<file path="config.mk">
export PLATFORM = sky130hd
export DESIGN_NAME = tail_light_seq
export DESIGN_NICKNAME = d
export VERILOG_FILES = /design/src/rtl/tail_light_pkg.sv /design/src/rtl/tail_tick_gen.sv /design/src/rtl/tail_light_seq.sv
export SDC_FILE = /design/constraint.sdc
export NUM_CORES = 1
export LEC_CHECK = 0
export ABC_AREA = 1
export CORE_AREA = 2 2 48 72
export CTS_BUF_LIST = sky130_fd_sc_hd__clkbuf_4 sky130_fd_sc_hd__clkbuf_8
export CTS_CLUSTER_DIAMETER = 150
export CTS_CLUSTER_SIZE = 24
export DETAILED_ROUTE_END_ITERATION = 10
export DIE_AREA = 0 0 50 74
export GPL_TIMING_DRIVEN = 0
export PLACE_DENSITY = 0.79
export REMOVE_ABC_BUFFERS = 1
export SYNTH_ARGS = -nofsm -noshare
export SYNTH_HDL_FRONTEND = slang
export SYNTH_SLANG_ARGS = --single-unit
</file>
<file path="constraint.sdc">
create_clock -name clock -period 1.61 [get_ports clock]
set_input_delay 0.322 -clock clock [delete_from_list [all_inputs] [get_ports clock]]
set_output_delay 0.322 -clock clock [all_outputs]
set_load 0.1 [all_outputs]
</file>
<file path="src/rtl/tail_light_pkg.sv">
// Shared encodings for the tail-light sequencer: FSM state values and the
// width of the mode_code port that exposes the state register.
package tail_light_pkg;
  localparam int MODE_W = 2;

  localparam logic [MODE_W-1:0] ST_IDLE   = 2'd0;
  localparam logic [MODE_W-1:0] ST_LEFT   = 2'd1;
  localparam logic [MODE_W-1:0] ST_RIGHT  = 2'd2;
  localparam logic [MODE_W-1:0] ST_HAZARD = 2'd3;
endpackage

</file>
<file path="src/rtl/tail_tick_gen.sv">
// Animation tick generator: free-running 0..DIV-1 counter with a one-cycle
// tick on the last count; clear restarts the period from zero.
module tail_tick_gen #(
  parameter int DIV = 1000000
) (
  input  logic clock,
  input  logic reset,
  input  logic clear,
  output logic tick
);
  localparam int CNT_W = $clog2(DIV);
  localparam logic [CNT_W-1:0] LAST = CNT_W'(DIV - 1);

  logic [CNT_W-1:0] count;

  always_ff @(posedge clock) begin
    if (reset || clear)
      count <= '0;
    else if (count == LAST)
      count <= '0;
    else
      count <= count + CNT_W'(1);
  end

  assign tick = (count == LAST);
endmodule

</file>
<file path="src/rtl/tail_light_seq.sv">
// Turn/hazard/brake tail-light sequencer: a four-state FSM selects which side
// animates; a step counter advanced by tail_tick_gen drives sweep or flash.
module tail_light_seq
  import tail_light_pkg::*;
#(
  parameter int LAMPS    = 3,
  parameter int TICK_DIV = 1000000,
  parameter int SEQ_MODE = 1
) (
  input  logic              clock,
  input  logic              reset,
  input  logic              left_req,
  input  logic              right_req,
  input  logic              hazard,
  input  logic              brake,
  output logic [LAMPS-1:0]  left_lamps,
  output logic [LAMPS-1:0]  right_lamps,
  output logic [MODE_W-1:0] mode_code
);
  localparam int STEP_W = $clog2(LAMPS + 1);
  // Sweep runs 0..LAMPS; flash only toggles between 0 and 1.
  localparam logic [STEP_W-1:0] STEP_LAST = STEP_W'((SEQ_MODE != 0) ? LAMPS : 1);

  logic [MODE_W-1:0] state;
  logic [MODE_W-1:0] next_state;
  logic [STEP_W-1:0] step;
  logic [LAMPS-1:0]  pattern;
  logic              brake_q;
  logic              tick;
  logic              change;

  assign change = (next_state != state);

  tail_tick_gen #(
    .DIV(TICK_DIV)
  ) u_tick (
    .clock(clock),
    .reset(reset),
    .clear(change),
    .tick (tick)
  );

  always_ff @(posedge clock) begin
    if (reset)
      state <= ST_IDLE;
    else
      state <= next_state;
  end

  always_comb begin
    next_state = ST_IDLE;
    if (hazard)
      next_state = ST_HAZARD;
    else if (left_req && !right_req)
      next_state = ST_LEFT;
    else if (right_req && !left_req)
      next_state = ST_RIGHT;
  end

  // A state change restarts the animation so every new mode begins dark.
  always_ff @(posedge clock) begin
    if (reset)
      step <= '0;
    else if (change || state == ST_IDLE)
      step <= '0;
    else if (tick)
      step <= (step == STEP_LAST) ? '0 : step + STEP_W'(1);
  end

  always_ff @(posedge clock) begin
    if (reset)
      brake_q <= 1'b0;
    else
      brake_q <= brake;
  end

  always_comb begin
    pattern = '0;
    for (int i = 0; i < LAMPS; i++) begin
      if (SEQ_MODE != 0)
        pattern[i] = (i < int'(step));
      else
        pattern[i] = (step == STEP_W'(1));
    end
  end

  always_comb begin
    left_lamps  = brake_q ? '1 : '0;
    right_lamps = brake_q ? '1 : '0;
    case (state)
      ST_LEFT:   left_lamps  = pattern;
      ST_RIGHT:  right_lamps = pattern;
      ST_HAZARD: begin
        left_lamps  = brake_q ? '1 : pattern;
        right_lamps = brake_q ? '1 : pattern;
      end
      default: ;
    endcase
  end

  assign mode_code = state;
endmodule

</file>
==> flow_metrics.tcl <==
set metrics [dict create \
    cp.depth 4 \
    finalWirelength_mm 2.84 \
    cts.sinks 25 \
    start_util_pct 46.1 \
    pre_cts_ws_ps -662 \
    r2r_setup_slack_ps 170 \
    fmax_mhz 629 \
    overflow 0 \
    die_width_um 50 \
    tightestPinTransition_ps 544 \
    clk_latency_ps 270 \
    cts_max_path_buffers 2 \
    final_layout_size_suffix_gt1_share_pct 15.2 \
    r2r_end "u_tick.count[12]" \
    start_kind "flip-flop" \
    grtUsageTotal_pct 18.1 \
    synth-edff-count 0 \
    rows 25 \
    drc 0 \
    ys_seq_area_share_pct 35.1 \
    p_leak_nw 0.659 \
    first_pass_iters 4 \
    postLayoutCoreUtil_pct 55.1 \
    hold_viol 0 \
    r2r-start "u_tick.count[0]" \
    htree_levels 1 \
    min_from "u_tick.count[0]" \
    critical_path.max_stage_delay_ps 350 \
    irDropWorstVdd_v 0.000484 \
    path_clk_slew_ps 80 \
    synth_flop_cell "dfxtp_1" \
    synth_cell_type_count 18 \
    cts_tree "yes" \
    avgSynthCellArea_um2 6.52 \
    dr.first_iter.drc_count 31 \
    antenna_found_initial 0 \
    wl_per_cell_um 10.3 \
    die_h_um 74 \
    hold-path-endpoint "u_tick.count[0]" \
    worst-path-buf-inv 2 \
    cts_hold_buffers 0 \
    reg2reg_depth 7 \
    synthesis.area_um2 1430 \
    io_pins 14 \
    synthesis.instances 219 \
    slew-limit-headroom_pct 63.9 \
    rsz0062_at_grt "yes" \
    slowest_stage "dfxtp_2" \
    required_ps 1290 \
    crit_fanout 4 \
    netlist_top_cells_count "nand2_1, nor2_1, inv_1, dfxtp_1, nand3_1" \
    via_count 1319 \
    clockRootBuffer "clkbuf_8" \
    whs_path_depth 1 \
    status "completed" \
    diodes 0 \
    period_share_pct 98.7 \
    crit_path_end_kind "primary output" \
    synth_top_area_share_pct 35.1 \
    numCtsBuffers 3 \
    maxCapViolations 0 \
    antenna_left 0 \
    hp-class "flip-flop to flip-flop" \
    grt_pass1_wl_mm 5.20 \
    fin_setup_tns_ps 0 \
    drv_slew 0 \
    yosysTopAreaCell "dfxtp_1" \
    path_cells "inv_1, ha_2, o21ai_2, buf_8" \
    layout_setup_ws_ps 20.5 \
    num-nets-final 248 \
    gp_congestion 0.826 \
    vias_per_cell 4.76 \
    core_area_um2 3100 \
    dieArea_um2 3700 \
    worst-setup-path-type "flip-flop to primary output" \
    setup_viol 0 \
    synth-seq-cells 25 \
    clock_skew_ps 4.85 \
    area_growth_pct 19.5 \
    critical_path.top_delay_family "flip-flops" \
    async_reset_ff_share_pct 0 \
    power_mw 1.20 \
    critPathArrivalTime_ps 1270 \
    first_global_vias 1322 \
    p_per_area_nw_per_um2 702 \
    grt_max_degree 20 \
    yosysWarnings 0 \
    period_needed_ps 1590 \
    io_buffers 13 \
    synthTopCellsByArea "dfxtp_1, nand2_1, nor2_1, inv_1, nand3_1" \
    synth_most_common_cell "nand2_1" \
    dp_hpwl_mm 2.15 \
]
[area by class of cell]
type,count,area [µm²]
repair buffers,15,165
fillers,297,1390
clock buffers,4,48.8
well taps,40,50.0
multi-input cells,156,795
flip-flops and latches,25,508
inverters,37,139
[worst max-delay path by stage]
stage,startpoint,endpoint,slack (ps)
after global routing,mode_code[0],left_lamps[1],-40
after floorplan,mode_code[1],right_lamps[0],-2060
after global placement,step[0],right_lamps[0],-640
after CTS,mode_code[1],right_lamps[1],3
after detailed placement,step[0],left_lamps[0],-660
final,step[1],right_lamps[0],20
[cells in the final DEF, fill, tap and decap left out, drive strengths merged]
cell           count
dfxtp             25
clkbuf             5
clkdlybuf4s50      5
xnor2              4
nand2             52
nand3             18
clkdlybuf4s15      2
ha                 4
xor2               7
inv               37
a21oi              4
o21ai              9
buf                7
nand4              5
nor2              53
[what timing repair did]
item                                    4_1_cts  5_1_grt
buffers inserted                              2        0
endpoints found under the setup margin        8        6
gates resized for setup                      64       11
pin swaps                                     1        2
[registers in the layout, indices dropped and copies added, names as in the netlist]
register / count
u_tick.count: 20
mode_code: 2
step: 2
brake_q: 1
[where the power goes]
part           switching, mW  total, mW  internal [mW]  leakage, nW
Clock                  0.191      0.385          0.194       0.0262
Combinational          0.132      0.181         0.0484        0.429
Sequential           0.00688      0.631          0.624        0.204
[stage by stage]
| step | cell area (µm²) | hold slack (ps) | instances |
|---|---|---|---|
| after floorplan | 1420 | 391 | 218 |
| after global placement | 1600 | 430 | 271 |
| after detailed placement | 1600 | 444 | 271 |
| after CTS | 1680 | 456 | 277 |
| after global routing | 1710 | 470 | 277 |
| final | 1710 | 450 | 277 |
[kinds of logic (layout without fill, tap and decap cells)]
group / count (synthesis) / in the layout / share of synthesized area [%]
and+or+nand+nor: 128 / 128 / 39.6
AOI/OAI and AO/OA: 13 / 13 / 4.56
buffers and inverters: 38 / 56 / 10.5
adders and majority gates: 4 / 4 / 3.51
DFF: 25 / 25 / 35.1
xor gates and xnor gates: 11 / 11 / 6.75
[routing by layer]
metal	share of wire, %	global-route usage [%]	up-vias
met5	0	0	-
met4	4.5	11.7	0
met3	1.3	1.81	11
met2	54	34.6	19
met1	41	18.3	585
li1	-	-	704
[worst reg2reg max path, stage by stage (launching register included)]
cell	delay, ps
dfxtp_1	350
ha_1	210
nand3_2	130
inv_1	100
nand2_1	140
nor2_4	190
xor2_1	160
nor2_1	60
No activity file was read; power rests on OpenSTA's default activity.
